## src/rtl/uart_tx_arbiter_pkg.sv

```systemverilog
// Shared state encoding and constants for the UART transmit arbiter.
package uart_arb_pkg;

  typedef enum logic [1:0] {
    IDLE      = 2'd0,
    ISSUE     = 2'd1,
    WAIT_DONE = 2'd2,
    RELEASE   = 2'd3
  } arb_state_e;

  localparam int UART_BYTE_W       = 8;
  localparam int DEFAULT_MAX_BURST = 16;

endpackage

```

## src/rtl/uart_tx_arbiter_if.sv

```systemverilog
// Requester/serializer bundle; master is the arbiter side, slave the surrounding logic.
interface uart_tx_arbiter_if
  import uart_arb_pkg::*;
#(
  parameter int NUM_REQ = 4
);
  localparam int ID_W = $clog2(NUM_REQ);

  logic [NUM_REQ-1:0]             req;
  logic [NUM_REQ*UART_BYTE_W-1:0] req_data;
  logic [NUM_REQ-1:0]             req_last;
  logic [NUM_REQ-1:0]             req_ready;
  logic                           grant_valid;
  logic [ID_W-1:0]                grant_id;
  logic [UART_BYTE_W-1:0]         tx_data;
  logic                           tx_start;
  logic                           tx_busy;
  logic                           tx_done;

  modport master (
    input  req, req_data, req_last, tx_busy, tx_done,
    output req_ready, grant_valid, grant_id, tx_data, tx_start
  );

  modport slave (
    output req, req_data, req_last, tx_busy, tx_done,
    input  req_ready, grant_valid, grant_id, tx_data, tx_start
  );
endinterface

```

## src/rtl/uart_tx_arbiter_rr_picker.sv

```systemverilog
// Rotating priority encoder: first set request after rr_ptr, wrapping modulo NUM_REQ.
module rr_picker #(
  parameter  int NUM_REQ = 4,
  localparam int ID_W    = $clog2(NUM_REQ)
) (
  input  logic [NUM_REQ-1:0] req,
  input  logic [ID_W-1:0]    rr_ptr,
  output logic               found,
  output logic [ID_W-1:0]    idx
);

  logic [ID_W-1:0] cand_s;

  function automatic logic [ID_W-1:0] wrap_add(input logic [ID_W-1:0] base, input int off);
    return ID_W'((int'(base) + off) % NUM_REQ);
  endfunction

  // Scan farthest-first so the candidate nearest after rr_ptr is written last and wins.
  always_comb begin
    found  = 1'b0;
    idx    = {ID_W{1'b0}};
    cand_s = {ID_W{1'b0}};
    for (int i = NUM_REQ; i >= 1; i--) begin
      cand_s = wrap_add(rr_ptr, i);
      found  = found | req[cand_s];
      idx    = req[cand_s] ? cand_s : idx;
    end
  end

endmodule

```

## src/rtl/uart_tx_arbiter.sv

```systemverilog
// Round-robin, packet-granular arbiter sharing one UART serializer among NUM_REQ requesters.
// Define UART_ARB_PRIO0_EN to give requester 0 fixed priority at each arbitration point.
module uart_tx_arbiter
  import uart_arb_pkg::*;
#(
  parameter  int NUM_REQ   = 4,
  parameter  int MAX_BURST = DEFAULT_MAX_BURST,
  localparam int ID_W      = $clog2(NUM_REQ)
) (
  input logic               clk,
  input logic               rst,
  uart_tx_arbiter_if.master bus
);

  arb_state_e             state_r, state_s;
  logic [ID_W-1:0]        grant_id_r, rr_ptr_r;
  logic                   grant_valid_r, last_r, prio_hold_r;
  logic [7:0]             burst_cnt_r;
  logic                   tx_start_r;
  logic [UART_BYTE_W-1:0] tx_data_r;
  logic [NUM_REQ-1:0]     req_ready_r;

  logic                   pick_found_s, sel_found_s, prio0_s;
  logic [ID_W-1:0]        pick_idx_s, sel_idx_s;
  logic                   grant_s, issue_s, burst_full_s;
  logic [UART_BYTE_W-1:0] own_data_s;
  logic [NUM_REQ-1:0]     owner_onehot_s;

  rr_picker #(.NUM_REQ(NUM_REQ)) u_picker (
    .req    (bus.req),
    .rr_ptr (rr_ptr_r),
    .found  (pick_found_s),
    .idx    (pick_idx_s)
  );

`ifdef UART_ARB_PRIO0_EN
  assign prio0_s     = bus.req[0];
  assign sel_found_s = bus.req[0] | pick_found_s;
  assign sel_idx_s   = bus.req[0] ? {ID_W{1'b0}} : pick_idx_s;
`else
  assign prio0_s     = 1'b0;
  assign sel_found_s = pick_found_s;
  assign sel_idx_s   = pick_idx_s;
`endif

  assign own_data_s     = bus.req_data[UART_BYTE_W*int'(grant_id_r) +: UART_BYTE_W];
  assign owner_onehot_s = {{(NUM_REQ-1){1'b0}}, 1'b1} << grant_id_r;
  assign burst_full_s   = (burst_cnt_r == 8'(MAX_BURST));

  // Next-state and per-cycle action decode.
  always_comb begin
    state_s = state_r;
    grant_s = 1'b0;
    issue_s = 1'b0;
    case (state_r)
      IDLE: begin
        if (sel_found_s) begin
          grant_s = 1'b1;
          state_s = ISSUE;
        end else begin
          state_s = IDLE;
        end
      end
      ISSUE: begin
        if (bus.tx_busy) begin
          state_s = ISSUE;
        end else if (bus.req[grant_id_r]) begin
          issue_s = 1'b1;
          state_s = WAIT_DONE;
        end else begin
          state_s = RELEASE;
        end
      end
      WAIT_DONE: begin
        if (bus.tx_done) begin
          state_s = (last_r || burst_full_s) ? RELEASE : ISSUE;
        end else begin
          state_s = WAIT_DONE;
        end
      end
      RELEASE: state_s = IDLE;
      default: state_s = IDLE;
    endcase
  end

  // State, grant bookkeeping and registered serializer/requester strobes.
  always_ff @(posedge clk) begin
    if (rst) begin
      state_r       <= IDLE;
      grant_id_r    <= {ID_W{1'b0}};
      grant_valid_r <= 1'b0;
      rr_ptr_r      <= ID_W'(NUM_REQ - 1);
      burst_cnt_r   <= 8'd0;
      last_r        <= 1'b0;
      prio_hold_r   <= 1'b0;
      tx_start_r    <= 1'b0;
      tx_data_r     <= {UART_BYTE_W{1'b0}};
      req_ready_r   <= {NUM_REQ{1'b0}};
    end else begin
      state_r     <= state_s;
      tx_start_r  <= issue_s;
      req_ready_r <= issue_s ? owner_onehot_s : {NUM_REQ{1'b0}};
      if (grant_s) begin
        grant_id_r    <= sel_idx_s;
        grant_valid_r <= 1'b1;
        burst_cnt_r   <= 8'd0;
        prio_hold_r   <= prio0_s;
      end
      if (issue_s) begin
        tx_data_r <= own_data_s;
        last_r    <= bus.req_last[grant_id_r];
        if (!burst_full_s) begin
          burst_cnt_r <= burst_cnt_r + 8'd1;
        end
      end
      if (state_s == RELEASE) begin
        grant_valid_r <= 1'b0;
      end
      // A priority grant of requester 0 leaves the round-robin position untouched.
      if ((state_r == RELEASE) && !prio_hold_r) begin
        rr_ptr_r <= grant_id_r;
      end
    end
  end

  assign bus.tx_start    = tx_start_r;
  assign bus.tx_data     = tx_data_r;
  assign bus.req_ready   = req_ready_r;
  assign bus.grant_valid = grant_valid_r;
  assign bus.grant_id    = grant_id_r;

endmodule
```

## src/flat_wrapper.sv

```systemverilog
// flat-port wrapper written by rule: the top's interface ports become plain ports
module uart_tx_arbiter_flat import uart_arb_pkg::*;
#(
  parameter  int NUM_REQ   = 4,
  parameter  int MAX_BURST = DEFAULT_MAX_BURST,
  localparam int ID_W      = $clog2(NUM_REQ)
)
  (clk, rst, bus_req, bus_req_data, bus_req_last, bus_tx_busy, bus_tx_done, bus_req_ready, bus_grant_valid, bus_grant_id, bus_tx_data, bus_tx_start);
  uart_tx_arbiter_if #(.NUM_REQ(NUM_REQ)) bus_i ();
  input logic clk;
  input logic rst;
  input wire logic [$bits(bus_i.req)-1:0] bus_req;
  input wire logic [$bits(bus_i.req_data)-1:0] bus_req_data;
  input wire logic [$bits(bus_i.req_last)-1:0] bus_req_last;
  input wire logic [$bits(bus_i.tx_busy)-1:0] bus_tx_busy;
  input wire logic [$bits(bus_i.tx_done)-1:0] bus_tx_done;
  output wire logic [$bits(bus_i.req_ready)-1:0] bus_req_ready;
  output wire logic [$bits(bus_i.grant_valid)-1:0] bus_grant_valid;
  output wire logic [$bits(bus_i.grant_id)-1:0] bus_grant_id;
  output wire logic [$bits(bus_i.tx_data)-1:0] bus_tx_data;
  output wire logic [$bits(bus_i.tx_start)-1:0] bus_tx_start;
  assign bus_i.req = bus_req;
  assign bus_i.req_data = bus_req_data;
  assign bus_i.req_last = bus_req_last;
  assign bus_i.tx_busy = bus_tx_busy;
  assign bus_i.tx_done = bus_tx_done;
  assign bus_req_ready = bus_i.req_ready;
  assign bus_grant_valid = bus_i.grant_valid;
  assign bus_grant_id = bus_i.grant_id;
  assign bus_tx_data = bus_i.tx_data;
  assign bus_tx_start = bus_i.tx_start;
  uart_tx_arbiter #(.NUM_REQ(NUM_REQ), .MAX_BURST(MAX_BURST)) u_core (.clk(clk), .rst(rst), .bus(bus_i));
endmodule
```

## config.mk

```make
export PLATFORM = sky130hd
export DESIGN_NAME = uart_tx_arbiter_flat
export DESIGN_NICKNAME = d
export VERILOG_FILES = /design/src/rtl/uart_tx_arbiter_pkg.sv /design/src/rtl/uart_tx_arbiter_if.sv /design/src/rtl/uart_tx_arbiter_rr_picker.sv /design/src/rtl/uart_tx_arbiter.sv /design/src/flat_wrapper.sv
export SDC_FILE = /design/constraint.sdc
export NUM_CORES = 1
export LEC_CHECK = 0
export CORE_UTILIZATION = 48
export CTS_BUF_LIST = sky130_fd_sc_hd__clkbuf_4
export DETAILED_ROUTE_END_ITERATION = 10
export PLACE_DENSITY_LB_ADDON = 0.05
export SYNTH_ARGS = -nofsm -noshare
export SYNTH_HDL_FRONTEND = slang
export SYNTH_SLANG_ARGS = --single-unit
```

## constraint.sdc

```tcl
create_clock -name clk -period 5 [get_ports clk]
set_input_delay 1 -clock clk [delete_from_list [all_inputs] [get_ports clk]]
set_output_delay 1 -clock clk [all_outputs]
set_load 0.005 [all_outputs]
```

==> flow_summary.yaml <==
status:
  outcome: "finished, final reports clean"
logic_synthesis:
  yosysMostFrequentCell: "dfxtp_1"
  ys_seq_area_share_pct: 37.85
  syn_nets: 211
  synth_cell_types: 41
  ys.flop_type: "dfxtp_1"
  synthTopCellsByCount: "dfxtp_1, nand2_1, a21oi_1"
  synth_edf_count: 0
  synth_area_um2: 1534
  ys_warn_count: 0
  synthCells: 165
  avgSynthCellArea_um2: 9.297
  synthDominantCellAreaShare_pct: 37.85
  async_flop_share_pct: 0
  synth_area_leader_cell: "dfxtp_1"
  ys_seq_elements: 29
  netlist_top_cells_area: "dfxtp_1, mux4_2, nand2_1"
critical_path:
  cp-start-kind: "flip-flop"
  rrSetupSlack_ns: 2.55
  cp.required_ns: 4.00
  slowest_delay_ns: 0.91
  path_cells: "clkdlybuf4s50_1"
  crit_family: "flip-flops"
  worst_ep_arrival_time_ns: 1.89
  crit_fanout: 17
  critical_path_buf_inv_count: 1
  endpoint_kind: "primary output"
  criticalPathCategory: "flip-flop to primary output"
  r2r-end: "u_core.burst_cnt_r[7]"
  reg2regPathDepth: 4
  slowest_stage: "dfxtp_1"
  r2r_start: "u_core.bus.grant_id[0]"
die:
  chipWidth_um: 58.53
  dieArea_um2: 3426
  pin_count: 60
  die_h_um: 58.53
  initial_core_util_pct: 50.25
  core.rowCount: 20
  core_area_um2: 3053
power_and_ir_drop:
  vdd_drop_max_mv: 0.2157
  p_leak_uw: 0.0007275
  cellPowerDensity_nw_per_um2: 238.9
finish:
  fin_nets: 265
  seq_area_um2: 580.6
  antenna_cells: 0
  nFillCells: 259
  area_delta_synth_final_pct: 42.25
  multi_input_comb_area_um2: 865.8
  fin_util_pct: 71.48
  drive_gt1_share_pct: 10.45
timing:
  fin_crit_ns: 2.886
  setup_viol: 0
  fmax_ghz: 0.3465
  setup_tns_ns: 0
  finalCritPeriodShare_pct: 57.72
  skew_ns: 0.006919
  finalHoldViolations: 0
  drv_slew: 0
  tightest_slew_ns: 1.056
  grt_setup_unrepaired: "no"
  relSlewSlack_pct: 29.41
clock_network:
  cts_buffers: 5
  cts_tree: "yes"
  htree_levels: 2
  holdBufCountCts: 0
  cts_setup_buffers: 0
  cts.clk_slew.worst_paths_ns: 0.08
  cts-root-buf: "clkbuf_4"
  ctsResizeCount: 0
  clkLatencyLatePin_ns: 0.31
  cts_sinks: 29
  cts.path.max_buffers: 2
route:
  drtIter0Drc: 30
  drt_wl_total_um: 3988
  viasPerCell: 5.561
  wl_per_cell_um: 15.11
  vias: 1468
  route.detailed.drc: 0
  postRouteAntennaNets: 0
  drtPass1Iterations: 4
grt:
  grt_pass1_vias: 1441
  grt_pass1_wl_um: 6479
  grt_max_degree: 29
  grt_usage_pct: 25.74
  antenna_found_initial: 0
  grt.overflow.total: 0
placement:
  gp_congestion: 0.8490
  port_buffers: 59
  hpwlAfterDp_um: 2917
job:
  maxCapViolCount: 0
min_path:
  hold_start: "u_core.bus.tx_data[1]"
  holdPathStages: 2
  worst_hold_path.endpoint: "u_core.bus.tx_data[1]"
  hold_path_class: "flip-flop to flip-flop"
==> stage by stage <==
step / worst slack, ns / power, uW / hold WS, ns / area [um2] / cells
floorplan: 2.817 / 322.0 / 0.4357 / 1534 / 165
global placement: 2.035 / 376.4 / 0.4439 / 2122 / 256
detailed placement: 1.985 / 380.3 / 0.4495 / 2122 / 256
CTS: 2.069 / 525.1 / 0.4615 / 2182 / 264
global route: 1.964 / 549.5 / 0.4936 / 2182 / 264
finish: 2.114 / 521.2 / 0.4609 / 2182 / 264
==> layer usage <==
layer  wire (um)  track usage, %  vias to the layer above
met3         179           8.791                        4
met2        2085           45.65                       41
met5           0               0                        -
met4          33           7.823                        0
li1            -               -                      718
met1        1689           29.21                      705
==> sequential cells by signal (all words and copies together) (netlist names) <==
name and count:
u_core.bus.req_ready 4, u_core.burst_cnt_r 8, u_core.bus.grant_valid 1, u_core.rr_ptr_r 2, u_core.bus.tx_start 1, u_core.bus.grant_id 2
u_core.state_r 2, u_core.last_r 1, u_core.bus.tx_data 8
==> kinds of logic after synthesis <==
kind of cell / count (synthesis) / share of synthesized area (%)
simple gates: 65 / 22.51
xor+xnor: 2 / 1.142
flops: 29 / 37.85
fa+ha+maj: 2 / 1.631
mux: 10 / 14.68
buf+inv: 20 / 5.709
compound gates: 37 / 16.48
==> power by group <==
group	switching, uW	internal [uW]
Combinational	41.8	74.8
Clock	74.0	72.2
Sequential	17.8	241
Total	134	388
==> final cells by class <==
class / instances / area share, %
inverters: 8 / 1.376
repair buffers: 59 / 27.06
multi-input cells: 116 / 39.68
flip-flops and latches: 29 / 26.61
well taps: 44 / 2.523
clock buffers: 8 / 2.752
==> worst min-delay path, stage by stage, from the launching register on <==
cell     delay [ns]
dfxtp_1        0.32
nand2_1        0.05
a21oi_1        0.05
==> placed cells by master (no fill, tap or decap), types with 2 or more instances in the layout <==
master	instances
nand4_1	2
nand3_1	9
clkbuf_4	8
o211ai_1	4
clkdlybuf4s50_1	59
o21ai_0	4
inv_1	8
a21oi_1	14
and2_1	2
a31oi_1	2
xnor2_1	2
nor2_1	5
nor2b_1	4
and3_1	5
nand2_1	23
o221ai_1	2
dfxtp_1	29
ha_1	2
or4_1	2
a211o_1	2
a311oi_1	2
nor4b_1	4
mux4_2	10
==> how the worst max path moves through the flow <==
stage               slack (ns)                    from                    end  cells after the start
floorplan                 2.82              bus_req[3]  u_core.burst_cnt_r[3]                      6
global placement          2.04              bus_req[1]  u_core.burst_cnt_r[7]                      5
detailed placement        1.98              bus_req[1]  u_core.burst_cnt_r[7]                      5
CTS                       2.07  u_core.bus.grant_id[0]        bus_grant_id[0]                      1
global route              1.96  u_core.bus.grant_id[0]        bus_grant_id[0]                      1
finish                    2.11  u_core.bus.grant_id[0]        bus_grant_id[0]                      1
Power figures use the tool's default switching activity.
